===== src/rtl/mem_arb_pkg.sv =====
// Shared types and constants for the data-cache port arbiter.
package mem_arb_pkg;

    localparam int unsigned ADDR_W           = 32;
    localparam int unsigned DATA_W           = 32;
    localparam int unsigned CNT_W            = 3;
    localparam int unsigned PORT_MEM         = 0;
    localparam int unsigned PORT_LDR         = 1;
    localparam int unsigned READ_LAT_DEFAULT = 1;

    typedef enum logic [1:0] {
        IDLE  = 2'd0,
        ISSUE = 2'd1,
        WAIT  = 2'd2,
        DONE  = 2'd3
    } arb_state_t;

    typedef struct packed {
        logic              we;
        logic [ADDR_W-1:0] addr;
        logic [DATA_W-1:0] wdata;
    } lat_req_t;

endpackage


===== src/rtl/rr_arbiter2.sv =====
// Two-port round-robin winner select; the port not granted last wins a tie.
module rr_arbiter2
    import mem_arb_pkg::*;
(
    input  logic [1:0] req,
    input  logic       last,
    output logic [1:0] win_c
);

    always_comb begin
        win_c = req;
        if (req == 2'b11) begin
            win_c = last ? 2'b01 : 2'b10;
        end
    end

endmodule


===== src/rtl/dcache_arbiter.sv =====
// Arbitrates the MEM-stage and loader ports onto a single data-cache interface.
module dcache_arbiter
    import mem_arb_pkg::*;
#(
    parameter int unsigned READ_LAT = READ_LAT_DEFAULT
) (
    input  logic              clk,
    input  logic              rst_n,
    input  logic [1:0]        req,
    input  logic [1:0]        we,
    input  logic [ADDR_W-1:0] addr0,
    input  logic [ADDR_W-1:0] addr1,
    input  logic [DATA_W-1:0] wdata0,
    input  logic [DATA_W-1:0] wdata1,
    output logic [1:0]        gnt,
    output logic [1:0]        ack,
    output logic              err,
    output logic [DATA_W-1:0] rdata,
    output logic [ADDR_W-1:0] dCacheAddr,
    output logic [DATA_W-1:0] dCacheWriteData,
    output logic              dCacheWriteEn,
    output logic              dCacheReadEn,
    input  logic [DATA_W-1:0] dCacheReadData
);

    localparam logic [CNT_W-1:0] CNT_LAST = CNT_W'(READ_LAT - 1);

    arb_state_t        state, state_d;
    lat_req_t          cur, cur_d;
    logic              owner, owner_d;
    logic              last, last_d;
    logic [CNT_W-1:0]  cnt, cnt_d;
    logic [1:0]        gnt_d, ack_d;
    logic              err_d;
    logic [DATA_W-1:0] rdata_d;
    logic [ADDR_W-1:0] caddr_d;
    logic [DATA_W-1:0] cwdata_d;
    logic              cwe_d, cre_d;
    logic [1:0]        win_c;
    logic              misaligned_c;

    rr_arbiter2 u_rr (
        .req   (req),
        .last  (last),
        .win_c (win_c)
    );

    assign misaligned_c = (cur.addr[1:0] != 2'b00);

    // State and registered outputs.
    always_ff @(posedge clk or negedge rst_n) begin
        if (!rst_n) begin
            state           <= IDLE;
            cur             <= '0;
            owner           <= 1'b0;
            last            <= 1'(PORT_LDR);
            cnt             <= '0;
            gnt             <= '0;
            ack             <= '0;
            err             <= 1'b0;
            rdata           <= '0;
            dCacheAddr      <= '0;
            dCacheWriteData <= '0;
            dCacheWriteEn   <= 1'b0;
            dCacheReadEn    <= 1'b0;
        end else begin
            state           <= state_d;
            cur             <= cur_d;
            owner           <= owner_d;
            last            <= last_d;
            cnt             <= cnt_d;
            gnt             <= gnt_d;
            ack             <= ack_d;
            err             <= err_d;
            rdata           <= rdata_d;
            dCacheAddr      <= caddr_d;
            dCacheWriteData <= cwdata_d;
            dCacheWriteEn   <= cwe_d;
            dCacheReadEn    <= cre_d;
        end
    end

    // Next state and next registered outputs; pulses default low, data holds.
    always_comb begin
        state_d  = state;
        cur_d    = cur;
        owner_d  = owner;
        last_d   = last;
        cnt_d    = cnt;
        gnt_d    = '0;
        ack_d    = '0;
        err_d    = 1'b0;
        rdata_d  = rdata;
        caddr_d  = dCacheAddr;
        cwdata_d = dCacheWriteData;
        cwe_d    = 1'b0;
        cre_d    = 1'b0;

        unique case (state)
            IDLE: begin
                if (|req) begin
                    owner_d     = win_c[PORT_LDR];
                    last_d      = win_c[PORT_LDR];
                    cur_d.we    = win_c[PORT_LDR] ? we[PORT_LDR] : we[PORT_MEM];
                    cur_d.addr  = win_c[PORT_LDR] ? addr1 : addr0;
                    cur_d.wdata = win_c[PORT_LDR] ? wdata1 : wdata0;
                    gnt_d       = win_c;
                    state_d     = ISSUE;
                end
            end
            ISSUE: begin
                caddr_d = cur.addr;
                cnt_d   = '0;
                if (misaligned_c) begin
                    state_d = DONE;
                end else if (cur.we) begin
                    cwdata_d = cur.wdata;
                    cwe_d    = 1'b1;
                    state_d  = DONE;
                end else begin
                    cre_d   = 1'b1;
                    state_d = WAIT;
                end
            end
            WAIT: begin
                if (cnt == CNT_LAST) begin
                    state_d = DONE;
                end else begin
                    cnt_d = cnt + CNT_W'(1);
                end
            end
            DONE: begin
                ack_d[owner] = 1'b1;
                err_d        = misaligned_c;
                // Read data is valid in this cycle; it becomes visible with ack.
                if (!cur.we && !misaligned_c) begin
                    rdata_d = dCacheReadData;
                end
                state_d = IDLE;
            end
            default: state_d = IDLE;
        endcase
    end

endmodule

===== config.mk =====
export PLATFORM = sky130hd
export DESIGN_NAME = dcache_arbiter
export DESIGN_NICKNAME = d
export VERILOG_FILES = /design/src/rtl/mem_arb_pkg.sv /design/src/rtl/rr_arbiter2.sv /design/src/rtl/dcache_arbiter.sv
export SDC_FILE = /design/constraint.sdc
export NUM_CORES = 1
export LEC_CHECK = 0
export CAP_MARGIN = 15
export CORE_UTILIZATION = 45
export CTS_CLUSTER_DIAMETER = 60
export DETAILED_ROUTE_END_ITERATION = 16
export PLACE_DENSITY = 0.81
export REMOVE_ABC_BUFFERS = 1
export SLEW_MARGIN = 0
export SYNTH_ARGS = -nofsm -noshare
export SYNTH_HDL_FRONTEND = slang
export SYNTH_HIERARCHICAL = 1
export SYNTH_SLANG_ARGS = --single-unit

===== constraint.sdc =====
create_clock -name clk -period 2.37 [get_ports clk]
set_clock_uncertainty 0.05 [all_clocks]
set_input_delay 0.474 -clock clk [delete_from_list [all_inputs] [get_ports clk]]
set_output_delay 0.474 -clock clk [all_outputs]
set_load 0.02 [all_outputs]

==> metrics.txt, run 1 <==
setup repair after global routing missed its margin=no; cell family contributing the most delay on the critical path=buffers and inverters; setup slack at placement=0.125 ns; HPWL after detailed placement=12,700 um; worst slew margin relative to its limit=60.6%; buffer count from post-CTS setup fixing=0; start of the worst register-to-register path=cur[33]; Die Y=130 um; combined global-route utilization of all metal layers=21.0%; filler instances=1,102; type of the tightest min-delay check=flip-flop to flip-flop; number of global-route vias before repair=5,411; std cell rows=46; CP endpoint kind=output pin; Register-to-Register Setup Slack=0.49 ns; Peak supply drop=0.633 mV; slew at the pin with the worst max-slew slack=0.592 ns; accumulated negative setup slack=0 ns; Critical Path Source=rdata[19]; antenna-violating nets left=0; iteration count of the initial detailed-routing pass=4; clock buffer depth=2; DRC viols=0; Syn. warnings=6; delay of the slowest cell on the worst path=0.62 ns; Final GP Congestion=0.724; sequential standard cell area=4380 um2; initial antenna violation count=0; Min Clock Period, post-route=1.95 ns; remaining global-route overflow=0; largest net degree at the start of global routing=77; effective utilization at floorplan=46.3%; most frequent standard cell in the layout excluding fill and tap cells=sky130_fd_sc_hd__clkdlybuf4s50_1; cell types occupying the most area after synthesis=sky130_fd_sc_hd__dfrtp_1, sky130_fd_sc_hd__mux2_2, sky130_fd_sc_hd__mux2i_1, sky130_fd_sc_hd__mux2_4, sky130_fd_sc_hd__o21ai_0; initial DRC count=223; area inside the core boundary=15,900 um2; Die Area=16,900 um2; final setup violating endpoints=0; capturing instance or port of the critical path=rdata[19]; quantity of gates resized following cts=0; critical path fanouts, max=2; Critical Path RT=1.85 ns; critical path buffer and inverter count=1; net count of the finished layout=988; summed area of non-filler cells in the final layout=10,900 um2; hold buffer count at cts=1; CTS tree=built; Cell Pwr Density=1270 nW/um2; Avg Cell Area, Syn=13.5 um2; clock input transition at the sequential cells of the worst setup and hold paths=0.06 ns; H-Tree Level Count=4; area of combinational cells with multiple inputs=2770 um2; Min-Delay Startpoint=owner; Post-DP Area=10,300 um2; Num Clock Sinks=175; area added between synthesis and finish=47.2%; cts bufs inserted=17; Yosys top cell by area=sky130_fd_sc_hd__dfrtp_1; crit path max-delay cell type=sky130_fd_sc_hd__clkdlybuf4s50_1; proportion of layout cells with a drive suffix above 1=18.3%; Startpoint Class=flip-flop; count of final hold-check violations=0; Setup CP Type=flip-flop to output pin; final worst path period share=82.1%; number of unique standard cell types used by synthesis=36; Final WS setup=0.424 ns; highest attainable clock frequency=0.514 GHz; count of vias placed by the detailed router=5,154; depth of the worst register-to-register path=3; Routed WL per cell=16.7 um; Skew-Pair Late Insertion Delay=0.42 ns; Die Width=130 um; number of pins exceeding their max-slew limit in the final report=0; max-cap viol count=0; power after layout=13.8 mW; Crit path depth=1; clock root buffer master=sky130_fd_sc_hd__clkbuf_16; post-synthesis cell count=548; R2R Path End=rdata[1]; Mapped Area=7380 um2; cell-by-cell trace of the critical path=clkdlybuf4s50_1; most frequent cells in the layout=sky130_fd_sc_hd__clkdlybuf4s50_1, sky130_fd_sc_hd__dfrtp_1, sky130_fd_sc_hd__nand2_1, sky130_fd_sc_hd__mux2_2, sky130_fd_sc_hd__mux2i_1; standby leakage power=4.84 nW; final routed wirelength across all metal layers=17,400 um; area share of the leading cell type in the synthesized netlist=59.0%; count of input and output buffers=268; register area share after synthesis=59.4%; count of pins on the block boundary=269; critical path data arrival time=1.42 ns; antenna diode count=0; vias per cell=4.93; result of the run=completed; number of synthesized register bits=175; first-pass GRT wire length=27,000 um
[cells in the mapped netlist, drive strengths merged]
cell type  number
a31o            1
mux2           97
dfrtp         174
inv             7
o21ai          66
dfstp           1
a2111o          1
a22o            1
and3            1
buf            26
o211a           1
a31oi           1
o21a            1
nand2b          3
nor3            3
o211ai          1
ha              6
nand2          72
nor2b           1
clkbuf          7
mux2i          67
a21boi          2
o31a            1
and2            3
a22oi           1
nor2            3
[cell type report]
| class | instances | share of cell area [%] |
|---|---|---|
| inverter | 7 | 0.242 |
| timing repair buffer | 282 | 26.4 |
| clock inverter | 11 | 0.760 |
| clock buffer | 21 | 4.33 |
| tap | 216 | 2.49 |
| multi-input combinational | 333 | 25.5 |
| sequential | 175 | 40.3 |
[state kept, by name (all words and copies together), names as in the netlist, 2 cells and up]
| register | cells |
|---|---|
| rdata | 32 |
| cur | 65 |
| gnt | 2 |
| ack | 2 |
| cnt | 3 |
| state | 2 |
| dCacheWriteData | 32 |
| dCacheAddr | 32 |
[logic make-up after synthesis]
family / Yosys count / share of synthesized area (%)
simple gates: 86 / 4.97
flops: 175 / 59.4
buf+inv: 40 / 3.49
mux: 164 / 25.4
fa+ha+maj: 6 / 1.02
compound gates: 77 / 5.73
[stage by stage]
stage               hold slack [ns]  util [%]  instances
floorplan                     0.128         -        515
global placement              0.397      64.6       1012
detailed placement            0.402      64.6       1012
CTS                           0.411      68.1       1045
global route                  0.431      68.1       1045
finish                        0.404      68.1       1045
[worst min-delay path by stage]
stage | cells after the start | end | slack, ns
2_1_floorplan | 0 | ack[0] | 0.13
6_report | 1 | ack[0] | 0.40
4_1_cts | 1 | ack[0] | 0.41
5_1_grt | 1 | ack[0] | 0.43
3_5_place_dp | 1 | rdata[12] | 0.40
3_3_place_gp | 1 | dCacheWriteData[23] | 0.40
[power by group]
| part | switching (mW) | total (mW) | internal (mW) | leakage, nW |
|---|---|---|---|---|
| clock | 1.16 | 2.59 | 1.43 | 0.259 |
| sequential | 0.777 | 5.18 | 4.40 | 2.17 |
| combinational | 2.81 | 6.02 | 3.21 | 2.41 |
| total | 4.75 | 13.8 | 9.05 | 4.84 |
[metal layers]
layer,part of all wire [%],GRT usage [%],up-vias
met5,0,0,-
met4,1.2,5.54,0
met3,8.2,7.42,17
met2,52,37.4,201
met1,39,23.9,2504
li1,-,-,2432
Power figures use the tool's default switching activity.
==> run 2: changes to the inputs <==
==> constraint.sdc (replaced) <==
create_clock -name clk -period 1.9 [get_ports clk]
set_clock_uncertainty 0.05 [all_clocks]
set_input_delay 0.38 -clock clk [delete_from_list [all_inputs] [get_ports clk]]
set_output_delay 0.38 -clock clk [all_outputs]
set_load 0.02 [all_outputs]
==> run 2 against run 1 <==
Effect of this change:
- cell area grew 1.7%
- register-to-register slack lost 0.35 ns
- final cell count grew 1.1%
- clock power rose by 29%
- core utilization rose by 1.2 points
- global-route usage up 0.43 points
- first-iteration DRC count fell by 36%
- sequential power is 25% higher
- setup slack got worse by 0.37 ns
- critical path depth stayed put
- via count up 1.7%
- count of clock-buffer cells in the layout unchanged
==> metrics.txt, run 2 (synthesis gave the netlist of run 1 again) <==
result of the run=completed; power after layout=17.5 mW; type of the tightest min-delay check=flip-flop to flip-flop; standby leakage power=4.97 nW; HPWL after detailed placement=13,100 um; clock root buffer master=sky130_fd_sc_hd__clkbuf_16; H-Tree Level Count=4; clock input transition at the sequential cells of the worst setup and hold paths=0.06 ns; cell-by-cell trace of the critical path=clkdlybuf4s50_1; Die Area=16,900 um2; iteration count of the initial detailed-routing pass=4; Min-Delay Startpoint=owner; combined global-route utilization of all metal layers=21.4%; Routed WL per cell=16.7 um; number of pins exceeding their max-slew limit in the final report=0; critical path data arrival time=1.41 ns; Die Y=130 um; area inside the core boundary=15,900 um2; net count of the finished layout=1,000; first-pass GRT wire length=27,800 um; Final GP Congestion=0.775; count of pins on the block boundary=269; proportion of layout cells with a drive suffix above 1=19.5%; Num Clock Sinks=175; most frequent cells in the layout=sky130_fd_sc_hd__clkdlybuf4s50_1, sky130_fd_sc_hd__dfrtp_1, sky130_fd_sc_hd__nand2_1, sky130_fd_sc_hd__mux2_2, sky130_fd_sc_hd__mux2i_1; number of global-route vias before repair=5,501; effective utilization at floorplan=46.3%; Setup CP Type=flip-flop to output pin; Die Width=130 um; vias per cell=4.96; Skew-Pair Late Insertion Delay=0.42 ns; crit path max-delay cell type=sky130_fd_sc_hd__clkdlybuf4s50_1; max-cap viol count=0; max reg flops=65; start of the worst register-to-register path=state[1]; initial antenna violation count=0; count of vias placed by the detailed router=5,241; setup repair after global routing missed its margin=no; final setup violating endpoints=0; final worst path period share=97.0%; Critical Path Source=dCacheWriteData[31]; CP endpoint kind=output pin; most frequent standard cell in the layout excluding fill and tap cells=sky130_fd_sc_hd__clkdlybuf4s50_1; critical path buffer and inverter count=1; most flop-heavy register=cur; Cell Pwr Density=1580 nW/um2; buffer count from post-CTS setup fixing=0; cell family contributing the most delay on the critical path=buffers and inverters; clock buffer depth=2; Critical Path RT=1.47 ns; Min Clock Period, post-route=1.84 ns; CTS tree=built; count of input and output buffers=268; accumulated negative setup slack=0 ns; worst slew margin relative to its limit=68.5%; cts bufs inserted=17; delay of the slowest cell on the worst path=0.64 ns; critical path fanouts, max=2; count of final hold-check violations=0; std cell rows=46; area added between synthesis and finish=49.8%; largest net degree at the start of global routing=75; initial DRC count=142; utilization after layout=69.3%; final routed wirelength across all metal layers=17,700 um; highest attainable clock frequency=0.543 GHz; Peak supply drop=0.756 mV; remaining global-route overflow=0; antenna diode count=0; Fin Hold WS=0.407 ns; antenna-violating nets left=0; Startpoint Class=flip-flop; DRC viols=0; slew at the pin with the worst max-slew slack=0.473 ns
[run 2: worst register-to-register path, delay by kind of cell, from the launching register on]
family,cells,cell delay [ns]
flops,1,0.42
buf+inv,2,0.37
fa+ha+maj,1,0.18
simple gates,2,0.25
mux,1,0.39
[run 2: final timing paths]
path / cells after the start / slack (ns) / to
max: 1 / 0.06 / dCacheWriteData[31]
min: 1 / 0.41 / ack[0]
max reg2reg: 6 / 0.14 / dCacheWriteData[30]
min reg2reg: 1 / 0.41 / ack[0]
max in group asynchronous: 3 / 0.79 / cur[1]
min in group asynchronous: 2 / 0.42 / rdata[23]
[run 2: what timing repair did]
action / in CTS / in global routing
setup endpoints to repair: 0 / 5
hold endpoints to repair: 39 / 0
hold buffers: 1 / 0
resized for setup: 0 / 6
[run 2: per-stage QoR]
stage / cell area (um2) / setup WS [ns] / std cells
after detailed placement: 10400 / -0.110 / 1024
after floorplan: 7150 / -6.42 / 515
final: 11000 / 0.0575 / 1057
after CTS: 11000 / 0.0177 / 1057
after global placement: 10400 / -0.0277 / 1024
after global routing: 11000 / 0.00524 / 1057
[run 2: power by group]
group	switching (mW)	leakage [nW]	internal [mW]
Sequential	0.998	2.17	5.49
Combinational	3.53	2.53	4.10
Clock	1.43	0.264	1.92
[run 2: final cells by class]
type                       instances  area [um2]
sequential                       175        4380
timing repair buffer             294        3020
clock buffer                      21         470
multi-input combinational        333        2780
tap                              216         270
fill                            1140        4890
inverter                           7        26.3
clock inverter                    11         106
[run 2: per-layer routing]
layer / global-route usage, % / wire (um) / vias up
met5: 0 / 0 / -
met4: 6.57 / 220 / 0
met1: 25.1 / 7190 / 2564
met3: 6.27 / 1310 / 20
li1: - / - / 2455
met2: 37.9 / 8970 / 202
